--- src/rtl/image_sequencer.sv ---
// Frame-level scheduler for image_transmit_fsm: launches a programmed number of frames at a
// fixed start-to-start period, handshaking on busy/in_progress and watchdogging each frame.
module image_sequencer #(
    parameter int PERIOD_W    = 32,
    parameter int FRAME_W     = 16,
    parameter int WDOG_CYCLES = 1000000
) (
    input  logic                clk,
    input  logic                rst,
    input  logic                cmd_start,
    input  logic                cmd_stop,
    input  logic [FRAME_W-1:0]  frame_count,
    input  logic [PERIOD_W-1:0] frame_period,
    input  logic                xmit_busy,
    input  logic                xmit_in_progress,
    output logic                start_transmit,
    output logic                seq_active,
    output logic [FRAME_W-1:0]  frames_done,
    output logic                seq_done,
    output logic                overrun,
    output logic                timeout_err,
    output logic [2:0]          state_dbg
);

    localparam int WDOG_W = (WDOG_CYCLES > 2) ? $clog2(WDOG_CYCLES) : 1;
    localparam logic [WDOG_W-1:0] WDOG_LAST = WDOG_W'(WDOG_CYCLES - 1);

    typedef enum logic [2:0] {
        S_IDLE = 3'd0,
        S_ARM  = 3'd1,
        S_REQ  = 3'd2,
        S_RUN  = 3'd3,
        S_WAIT = 3'd4,
        S_ERR  = 3'd5
    } state_t;

    state_t              state, state_nxt;
    logic [FRAME_W-1:0]  frames_lat;
    logic [PERIOD_W-1:0] period_lat;
    logic [PERIOD_W-1:0] period_cnt;
    logic [WDOG_W-1:0]   wdog;
    logic                stop_pend;

    logic accept, arm_go, run_go, frame_end, set_ovr, set_err, done_set, last_frame;
    logic [PERIOD_W-1:0] period_clamp;

    assign period_clamp = (frame_period < PERIOD_W'(4)) ? PERIOD_W'(4) : frame_period;
    assign last_frame   = (frames_lat != '0) && ((frames_done + FRAME_W'(1)) == frames_lat);

    // Handshake: start_transmit is held from REQ entry until xmit_in_progress is seen high;
    // the transmit FSM samples it on negedge, so dropping it earlier could lose the request.
    assign start_transmit = (state == S_REQ);
    assign seq_active     = (state != S_IDLE);
    assign state_dbg      = state;

    always_comb begin
        state_nxt = state;
        accept    = 1'b0;
        arm_go    = 1'b0;
        run_go    = 1'b0;
        frame_end = 1'b0;
        set_ovr   = 1'b0;
        set_err   = 1'b0;
        done_set  = 1'b0;
        case (state)
            S_IDLE: begin
                if (cmd_start && !cmd_stop) begin
                    state_nxt = S_ARM;
                    accept    = 1'b1;
                end
            end
            S_ARM: begin
                if (stop_pend || cmd_stop) begin
                    state_nxt = S_IDLE;
                    done_set  = 1'b1;
                end else if (!xmit_busy && !xmit_in_progress) begin
                    state_nxt = S_REQ;
                    arm_go    = 1'b1;
                end
            end
            S_REQ: begin
                if (xmit_in_progress) begin
                    state_nxt = S_RUN;
                    run_go    = 1'b1;
                end else if (wdog == WDOG_LAST) begin
                    state_nxt = S_ERR;
                end
            end
            S_RUN: begin
                if (!xmit_in_progress) begin
                    frame_end = 1'b1;
                    if (last_frame || stop_pend) begin
                        state_nxt = S_IDLE;
                        done_set  = 1'b1;
                    end else if (period_cnt >= period_lat) begin
                        state_nxt = S_ARM;
                        set_ovr   = 1'b1;
                    end else if (period_cnt == period_lat - PERIOD_W'(1)) begin
                        // Period expires on this very edge: re-arm now so the spacing stays exact.
                        state_nxt = S_ARM;
                    end else begin
                        state_nxt = S_WAIT;
                    end
                end else if (wdog == WDOG_LAST) begin
                    state_nxt = S_ERR;
                end
            end
            S_WAIT: begin
                if (stop_pend || cmd_stop) begin
                    state_nxt = S_IDLE;
                    done_set  = 1'b1;
                end else if (period_cnt >= period_lat - PERIOD_W'(1)) begin
                    state_nxt = S_ARM;
                end
            end
            S_ERR: begin
                state_nxt = S_IDLE;
                set_err   = 1'b1;
                done_set  = 1'b1;
            end
            default: state_nxt = S_IDLE;
        endcase
    end

    always_ff @(posedge clk or negedge rst) begin
        if (!rst) begin
            state       <= S_IDLE;
            frames_lat  <= '0;
            period_lat  <= '0;
            period_cnt  <= '0;
            wdog        <= '0;
            stop_pend   <= 1'b0;
            frames_done <= '0;
            seq_done    <= 1'b0;
            overrun     <= 1'b0;
            timeout_err <= 1'b0;
        end else begin
            state    <= state_nxt;
            seq_done <= done_set;
            if (accept) begin
                frames_lat  <= frame_count;
                period_lat  <= period_clamp;
                frames_done <= '0;
                overrun     <= 1'b0;
                timeout_err <= 1'b0;
                stop_pend   <= 1'b0;
            end else if (cmd_stop && (state == S_REQ || state == S_RUN)) begin
                stop_pend <= 1'b1;
            end
            if (frame_end && frames_done != '1)
                frames_done <= frames_done + FRAME_W'(1);
            if (set_ovr)
                overrun <= 1'b1;
            if (set_err)
                timeout_err <= 1'b1;
            // Not cleared in ARM, so a busy-stalled ARM eats into the period instead of extending it.
            if (arm_go)
                period_cnt <= PERIOD_W'(1);
            else if (state == S_IDLE)
                period_cnt <= '0;
            else if (period_cnt != '1)
                period_cnt <= period_cnt + PERIOD_W'(1);
            if (arm_go || run_go)
                wdog <= '0;
            else if ((state == S_REQ || state == S_RUN) && wdog != WDOG_LAST)
                wdog <= wdog + WDOG_W'(1);
        end
    end

endmodule

--- config.mk ---
export PLATFORM = sky130hd
export DESIGN_NAME = image_sequencer
export DESIGN_NICKNAME = d
export VERILOG_FILES = /design/src/rtl/image_sequencer.sv
export SDC_FILE = /design/constraint.sdc
export NUM_CORES = 1
export LEC_CHECK = 0
export ABC_CLOCK_PERIOD_IN_PS = 4700
export CORE_MARGIN = 8
export CORE_UTILIZATION = 55
export CTS_CLUSTER_DIAMETER = 50
export CTS_CLUSTER_SIZE = 20
export DETAILED_ROUTE_END_ITERATION = 6
export HOLD_SLACK_MARGIN = 0.08
export PLACE_DENSITY = 0.85
export SLEW_MARGIN = 20
export SYNTH_ARGS = -nofsm -noshare
export SYNTH_HDL_FRONTEND = slang
export SYNTH_SLANG_ARGS = --single-unit
--- constraint.sdc ---
create_clock -name clk -period 4.7 [get_ports clk]
set_clock_uncertainty 0.1 [all_clocks]
set_input_delay 0.705 -clock clk [delete_from_list [all_inputs] [get_ports clk]]
set_output_delay 0.705 -clock clk [all_outputs]
set_load 0.01 [all_outputs]
# Yosys cells after proc, flatten, opt, wreduce, memory -nomap -nowiden
# Cells that the tools add are included.
op_classes:
  n_addsub: 4
  magnitude_cmp: 3
  eq_ne: 14
  n_mux: 43
  reduce_logical: 24
op_table:
  columns: ["operator", "count"]
  rows:
  - ["2-to-1 mux 32 bit", 4]
  - ["greater-or-equal comparator 32 bit", 2]
  - ["2-to-1 mux 20 bit", 2]
  - ["2-to-1 mux 3 bit", 11]
  - ["adder 32 x 1 -> 32 bit, second input constant", 1]
  - ["== test 32 bit", 1]
  - ["< comparator 32 x 3 -> 1 bit, second input constant", 1]
  - ["2-to-1 mux 16 bit", 2]
  - ["!= test 32 bit, second input constant", 1]
  - ["subtractor 32 x 1 -> 32 bit, second input constant", 1]
  - ["2-to-1 mux 1 bit", 22]
  - ["adder 20 x 1 -> 20 bit, second input constant", 1]
  - ["== test 20 bit, second input constant", 1]
  - ["!= test 20 bit, second input constant", 1]
  - ["adder 16 x 1 -> 16 bit, second input constant", 1]
  - ["== test 16 bit", 1]
  - ["!= test 16 bit, second input constant", 1]
  - ["nonzero test 16 bit", 1]
  - ["one-hot mux 3 bit (5 select lines)", 1]
  - ["nonzero test 2 bit", 5]
  - ["== test 3 x 2 -> 1 bit, second input constant", 2]
  - ["== test 3 bit, second input constant", 2]
  - ["logical AND 1 bit", 6]
  - ["!= test 3 bit, second input constant", 2]
  - ["other kinds (9)", 15]
word_totals:
  register_bits: 123
  inputBits: 54
  output_inout_bits: 24
  elab_cells: 98

# Depth between registers and ports, before layout
# Gate-level depths: netlist (run 1).
logic_depth:
  ltp_word: 8
  ltp_mapped: 17
  ltp_nobuf: 17

# Least setup slack after synthesis (run 1)
# No wires, ideal clock.
synth_timing:
  path_type: "reg2reg"
  from: "reg period_lat[6]"
  to: "reg state[2], in the netlist state_dbg[2]"
  setup_ns: 0.120
  arrival_ns: 3.959
  required_ns: 4.480
  path_slack_ns: 0.522
  path_stages_with_launch: 17
  path_buffers: 0
  synth_period_minus_slack_ns: 4.178
  cell_sequence: "dfrtp_1 -> nor4_1 -> nand2_1 -> nor2_1 -> nand3_1 -> nor4_1 -> nand3_1 -> nor4_1 -> xnor2_1 -> ha_1 -> and4_1 -> or3b_1 -> or3_1 -> a311oi_1 -> a211oi_1 -> a31o_1 -> a31o_1"
synth_between:
  elab_chain_cells: 7
  elab_cells_between_ends: 11
  cone_classes: "add/sub (1); order compare (2); eq/ne (2); mux (5); reduce/logical (1)"
synth_rtl:
  columns: ["item", "line", "text"]
  rows:
  - ["start, declared", "39", "logic [PERIOD_W-1:0] period_lat;"]
  - ["start signal, assigned", "142", "period_lat <= period_clamp;"]
  - ["branches (longest 7 deep; another with subtractor 32 x 1 -> 32 bit)", null, null]
  - ["end signal, assigned", "138", "state <= state_nxt;"]
  - ["end, declared", "37", "state_t state, state_nxt;"]
# Several ways; the timed one is not identified.
# A chain may end at the register's enable or synchronous reset.

# Worst setup path in the final report (run 1)
layout_timing:
  from: "reg period_lat[3]"
  to: "reg state[2], in the netlist state_dbg[2]"
# Same word-level chain as after synthesis.

==> results of run 1 <==
routing by layer:
layer / wire (um) / GRT usage [%] / vias up
met1: 9268 / 28.17 / 3584
li1: - / - / 3549
met4: 641 / 9.725 / 0
met2: 10140 / 35.85 / 308
met3: 1314 / 5.548 / 59
met5: 0 / 0 / -
layout by cell type (no fill, tap or decap), drive strengths merged, types with 3 or more instances in the layout:
| master | synthesis | routed |
|---|---|---|
| a21o | 5 | 5 |
| clkdlybuf4s50 | 0 | 76 |
| dfrtp | 123 | 123 |
| xnor2 | 55 | 55 |
| nor2 | 97 | 97 |
| nand4 | 32 | 32 |
| nand3b | 3 | 3 |
| a311oi | 5 | 5 |
| or4 | 3 | 3 |
| o21ai | 68 | 68 |
| inv | 43 | 43 |
| o31ai | 7 | 7 |
| o22ai | 3 | 3 |
| xor2 | 42 | 42 |
| ha | 68 | 68 |
| nand2b | 4 | 4 |
| a21oi | 27 | 27 |
| o2111ai | 4 | 4 |
| bufinv | 0 | 4 |
| nand3 | 51 | 51 |
| nor3b | 4 | 4 |
| a211oi | 8 | 8 |
| a31oi | 6 | 6 |
| nand2 | 138 | 138 |
| and4 | 11 | 11 |
| and3 | 11 | 11 |
| buf | 7 | 12 |
| nor2b | 11 | 11 |
| clkbuf | 25 | 25 |
| o211ai | 3 | 3 |
| and2 | 9 | 9 |
| nor3 | 22 | 22 |
| nand4b | 3 | 3 |
| nor4 | 29 | 29 |
power by group through the flow:
stage / clock network (mW) / logic [mW] / registers [mW]
final: 1.37 / 1.55 / 1.61
after global placement: 0 / 1.47 / 1.59
after floorplan: 0 / 1.11 / 1.53
after CTS: 1.38 / 1.54 / 1.59
after detailed placement: 0 / 1.52 / 1.61
after global routing: 1.43 / 1.76 / 1.65
final cells by class:
type | instances | share of cell area, %
inverter | 43 | 1.649
clock inverter | 7 | 1.406
sequential | 123 | 31.45
multi-input combinational | 759 | 49.60
timing repair buffer | 88 | 8.692
tap | 184 | 2.352
clock buffer | 25 | 4.857
cells by family after synthesis:
kind of cell | after synthesis | share of synthesized area [%]
AOI/OAI and AO/OA | 159 | 12.02
xor gates and xnor gates | 97 | 10.37
adders and majority gates | 68 | 10.38
buffers and inverters | 75 | 3.542
DFF | 123 | 37.56
muxes | 1 | 0.1222
and+or+nand+nor | 434 | 26.00
worst max-delay path by stage:
stage	to	slack [ns]	cells past startpoint
floorplan	state_dbg[2]	0.52	16
global placement	state_dbg[2]	0.31	16
detailed placement	state_dbg[2]	0.15	16
CTS	state_dbg[2]	0.09	16
global route	state_dbg[2]	0.03	17
finish	state_dbg[2]	0.32	16
metrics by stage:
| step | hold slack (ns) | util, % | instances | setup slack (ns) | total power, mW |
|---|---|---|---|---|---|
| 3_5_place_dp | 0.4061 | 62.91 | 1196 | 0.1452 | 3.126 |
| 4_1_cts | 0.3515 | 67.13 | 1228 | 0.08984 | 4.513 |
| 3_3_place_gp | 0.3794 | 62.91 | 1196 | 0.3097 | 3.061 |
| 6_report | 0.3082 | 67.35 | 1229 | 0.3173 | 4.535 |
| 2_1_floorplan | 0.3094 | - | 957 | 0.5218 | 2.635 |
| 5_1_grt | 0.4011 | 67.35 | 1229 | 0.03463 | 4.841 |
sequential cells by signal (all words and copies together) (netlist names):
signal / flops
wdog: 20
stop_pend: 1
seq_done: 1
frames_lat: 16
period_lat: 32
period_cnt: 32
state_dbg: 3
overrun: 1
frames_done: 16
timeout_err: 1
repair_timing:
| item | 4_1_cts | 5_1_grt |
|---|---|---|
| gates resized for setup | 0 | 4 |
| endpoints found under the setup margin | 0 | 2 |
| setup buffers | 0 | 1 |
==> metrics.md, run 1 <==
| Metric | Value |
|---|---|
| CTS tree | `yes` |
| Final ANT Viol Nets | `0` |
| NumNets Final | `1154` |
| Gr usage total | `22.41%` |
| Max Clock Freq | `228.2 MHz` |
| Mapped cell area | `8194 um2` |
| Multi-input logic area | `4855 um2` |
| Row cnt | `44` |
| Avg Cell Area, Syn | `8.562 um2` |
| Post-synth top area share | `37.56%` |
| Crit-path cells | `nor3_2 -> and3_1 -> nand3_1 -> nor4_1 -> buf_4 -> nand3_1 -> nor4_2 -> xnor2_1 -> ha_1 -> nand4_1 -> or3b_1 -> or3_1 -> a311oi_1 -> a211oi_1 -> a31o_1 -> a31o_1` |
| Crit path buf inv count | `1` |
| CTS HTree Levels | `4` |
| DR pass1 iterations | `5` |
| CP Capture Type | `register` |
| Routed WL | `21360 um` |
| Result of the run | `finished, final reports clean` |
| Dominant cells by area after synthesis | `dfrtp_1, ha_1, nand2_1` |
| Final hold viol count | `0` |
| Post-DP Area | `9144 um2` |
| Clock Root Buffer | `clkbuf_16` |
| Seq pwr share | `35.6%` |
| Routed length per instance | `17.38 um` |
| Die area | `19060 um2` |
| Net Switching | `1.660 mW` |
| Synth Net Count | `1079` |
| Mapped Cells | `957` |
| FF-to-FF path depth | `16` |
| Vias in the first global route | `7424` |
| Hold buffer count at cts | `0` |
| Number of synthesized flops with an enable pin | `0` |
| Clock share of power | `30.2%` |
| Final Cycle Share | `93.25%` |
| Core area | `14530 um2` |
| Gr ovfl total | `0` |
| I/O pins | `78` |
| FILL cells | `1133` |
| Max transition margin | `36.13%` |
| Ys Warns | `0` |
| Final min period | `4.383 ns` |
| Diodes inserted | `0` |
| Clk sinks | `123` |
| Net Sw Frac | `36.59%` |
| Sequential share of the synthesized area | `37.56%` |
| Initial DRC Count | `659` |
| Yosys reg bits | `123` |
| Skew-Pair Late Insertion Delay | `0.43 ns` |
| Routability cong. | `0.9145` |
| First-pass GRT wire length | `35950 um` |
| Max_cap viols | `0` |
| FF-to-FF setup slack | `0.32 ns` |
| TNS Setup | `0 ns` |
| Dominant synthesized flop cell | `dfrtp_1` |
| Worst path required time | `4.92 ns` |
| Slew of the pin with the lowest slew margin | `0.9580 ns` |
| DRC Markers | `0` |
| Fin area | `9788 um2` |
| CP startpoint | `period_lat[3]` |
| Commonest cells post-synth | `nand2_1, dfrtp_1, nor2_1` |
| Die extent in x | `138.1 um` |
| Logic pwr share | `34.2%` |
| Final Max Tran Viols | `0` |
| Nature of the critical path startpoint | `register` |
| Pwr/cell area | `463.3 nW/um2` |
| CTS Buf Count | `17` |
| Worst-path clk slew | `0.05 ns` |
| Crit-path max cell delay | `0.42 ns` |
| Leakage Power | `4.260 nW` |
| RSZ-0062 raised after global routing | `false` |
| Worst vdd ir | `0.3165 mV` |
| Largest net degree at the start of global routing | `78` |
| Family with the most delay on the worst path | `simple AND/OR/NAND/NOR gates` |
| Most frequent cell after synthesis | `nand2_1` |
| Via density | `6.103` |
| RR Startpoint | `period_lat[3]` |
| Initial antenna violation count | `0` |
| Seq. cell area | `3078 um2` |
| Layout cell share with drive strength beyond 1 | `4.880%` |
| HPWL Detailed | `15510 um` |
| Number of library cell types mapped by synthesis | `62` |
| Critical Path Fanout Max | `5` |
| Syn-to-layout area delta | `19.45%` |
| Port Buf Inserts | `77` |
| CTS max path bufs | `2` |
| Setup Viol. Count Final | `0` |
| Int Power | `2.876 mW` |
| Setup CP Type | `register to register` |
| FF-to-FF End | `state_dbg[2]` |
| Synth async-reset ratio | `100.0%` |
| Initial Util | `56.38%` |
| Critical Path AT | `4.60 ns` |
| Cell taking the most area after synthesis | `dfrtp_1` |
| Chip height | `138.1 um` |
| Via count | `7500` |
| Worst hold-check path type | `input pin to asynchronous set/reset pin` |
| Slowest cell on crit path | `dfrtp_1` |
Power figures use the tool's default switching activity.
==> run 2, diff against run 1 <==
--- a/config.mk
+++ b/config.mk
@@ -5,7 +5,7 @@
 export SDC_FILE = /design/constraint.sdc
 export NUM_CORES = 1
 export LEC_CHECK = 0
-export ABC_CLOCK_PERIOD_IN_PS = 4700
+export ABC_CLOCK_PERIOD_IN_PS = 5100
 export CORE_MARGIN = 8
 export CORE_UTILIZATION = 55
 export CTS_CLUSTER_DIAMETER = 50
==> constraint.sdc (replaced) <==
create_clock -name clk -period 5.1 [get_ports clk]
set_clock_uncertainty 0.1 [all_clocks]
set_input_delay 0.765 -clock clk [delete_from_list [all_inputs] [get_ports clk]]
set_output_delay 0.765 -clock clk [all_outputs]
set_load 0.01 [all_outputs]
==> run 2 against run 1 <==
  * Critical path depth stayed put
  * Core utilization is 0.51 points lower
  * Flip-flop and latch count stayed put
  * Setup slack better by 0.095 ns
  * Sequential share of layout area is 0.24 points higher
  * Design area is 0.75% lower
  * Total power is 10% lower
  * Die area stayed put
  * Cell count is 0.41% lower
  * Sequential power is 8% lower
  * Count of clock-buffer cells in the layout stayed put
==> metrics.md, run 2 (synthesized netlist as in run 1, its figures left out) <==
| Metric | Value |
|---|---|
| Max_cap viols | `0` |
| Pwr Total | `4.080 mW` |
| Gr usage total | `21.97%` |
| CTS max path bufs | `2` |
| Port Buf Inserts | `77` |
| CP Capture Type | `register` |
| Family with the most delay on the worst path | `simple AND/OR/NAND/NOR gates` |
| Result of the run | `finished, final reports clean` |
| CP startpoint | `period_lat[3]` |
| Final Cycle Share | `91.92%` |
| I/O pins | `78` |
| DR pass1 iterations | `5` |
| Final Max Tran Viols | `0` |
| Crit-path cells | `nor3_1 -> nand2_1 -> nor2_1 -> nand3_1 -> nor4_2 -> nand3_1 -> nor4_1 -> xnor2_1 -> ha_1 -> and4_1 -> or3b_1 -> or3_1 -> a311oi_1 -> a211oi_1 -> a31o_1 -> a31o_1` |
| Via density | `6.018` |
| RR Startpoint | `period_lat[3]` |
| DRC Markers | `0` |
| Final ANT Viol Nets | `0` |
| Place WS | `0.2625 ns` |
| Worst hold-check path type | `input pin to asynchronous set/reset pin` |
| Worst-path clk slew | `0.05 ns` |
| Placed insts | `1192` |
| Nature of the critical path startpoint | `register` |
| Seq. cell area | `3078 um2` |
| Fin cells | `1224` |
| Most frequent cells in the layout | `nand2_1, dfrtp_1, nor2_1` |
| Clock Root Buffer | `clkbuf_16` |
| Pwr/cell area | `420.0 nW/um2` |
| Via count | `7366` |
| RSZ-0062 raised after global routing | `false` |
| Leakage Power | `4.226 nW` |
| Multi-input logic area | `4848 um2` |
| Routed WL | `20800 um` |
| Layout Utilization | `66.84%` |
| CTS Buf Count | `17` |
| CTS tree | `yes` |
| Seq pwr share | `36.3%` |
| FILL cells | `1155` |
| Initial DRC Count | `491` |
| Biggest regs | `period_cnt x32, period_lat x32, wdog x20` |
| Skew-Pair Late Insertion Delay | `0.42 ns` |
| Critical Path Fanout Max | `5` |
| Clk sinks | `123` |
| Die area | `19060 um2` |
| WHS | `0.3143 ns` |
| Fin area | `9714 um2` |
| Vias in the first global route | `7289` |
| Logic pwr share | `34.4%` |
| Post-DP Area | `9114 um2` |
| Int Power | `2.562 mW` |
| Row cnt | `44` |
| Routability cong. | `0.9261` |
| Setup Viol. Count Final | `0` |
| Commonest non-fill, non-tap cell in the layout | `nand2_1` |
| Max transition margin | `25.99%` |
| Initial Util | `56.38%` |
| Diodes inserted | `0` |
| Crit-path max cell delay | `0.42 ns` |
| Gr ovfl total | `0` |
| Net Sw Frac | `37.21%` |
| Core area | `14530 um2` |
| Slowest cell on crit path | `dfrtp_1` |
| Slew of the pin with the lowest slew margin | `1.107 ns` |
| Critical Path AT | `4.90 ns` |
| First-pass GRT wire length | `35450 um` |
| CTS HTree Levels | `4` |
| Layout cell share with drive strength beyond 1 | `4.519%` |
| Die extent in x | `138.1 um` |
| Post-route setup slack | `0.4119 ns` |
| NumNets Final | `1149` |
| Final min period | `4.688 ns` |
| Largest net degree at the start of global routing | `78` |
| Clock share of power | `29.3%` |
| Worst path required time | `5.31 ns` |
| TNS Setup | `0 ns` |
| Routed length per instance | `16.99 um` |
| Final hold viol count | `0` |
| Net Switching | `1.518 mW` |
| Crit path buf inv count | `0` |
| Chip height | `138.1 um` |
| Initial antenna violation count | `0` |
| Worst vdd ir | `0.3225 mV` |
| Syn-to-layout area delta | `18.55%` |
| Max Clock Freq | `213.3 MHz` |
| Setup CP Type | `register to register` |
| HPWL Detailed | `15230 um` |
run 2: cell types whose count changed in the layout (fill, tap and decap cells not counted), sizes merged:
cell and delta:
buf -5, bufinv -2, clkinv +2
run 2: layout make-up:
type | instances | share of cell area, %
inverter | 43 | 1.662
multi-input combinational | 759 | 49.91
sequential | 123 | 31.68
clock inverter | 7 | 0.9016
timing repair buffer | 83 | 8.372
clock buffer | 25 | 5.100
tap | 184 | 2.370
run 2: layer usage:
layer / vias to the layer above / GRT usage, % / part of all wire [%]
li1: 3546 / - / -
met1: 3515 / 27.48 / 43
met2: 269 / 37.35 / 49
met3: 36 / 4.966 / 5.9
met4: 0 / 5.778 / 1.4
met5: - / 0 / 0
run 2: worst reg2reg max path, stage by stage (launching register included):
cell,delay (ns)
dfrtp_1,0.42
nor3_1,0.35
nand2_1,0.18
nor2_1,0.24
nand3_1,0.16
nor4_2,0.30
nand3_1,0.28
nor4_1,0.37
xnor2_1,0.15
ha_1,0.31
and4_1,0.21
or3b_1,0.38
or3_1,0.42
a311oi_1,0.23
a211oi_1,0.11
a31o_1,0.20
a31o_1,0.17
run 2: timing repair:
action | in CTS | in global routing
buffers inserted | 0 | 0
endpoints found under the setup margin | 0 | 2
gates resized for setup | 0 | 3
hold buffers | 0 | 0
run 2: power groups by stage:
stage	Clock, mW	Combinational [mW]	Sequential (mW)
floorplan	0	1.02	1.41
global placement	0	1.33	1.47
detailed placement	0	1.38	1.48
CTS	1.20	1.40	1.47
global route	1.25	1.60	1.52
finish	1.19	1.40	1.48
run 2: path summary, 6_finish.rpt:
check,endpoint,slack [ns],depth (start not counted)
worst max-delay path,state_dbg[2],0.41,16
worst min-delay path,period_lat[10],0.31,1
worst max register to register,state_dbg[2],0.41,16
worst min register to register,timeout_err,0.39,1
max in group asynchronous,overrun,3.58,2
min in group clk,timeout_err,0.39,1
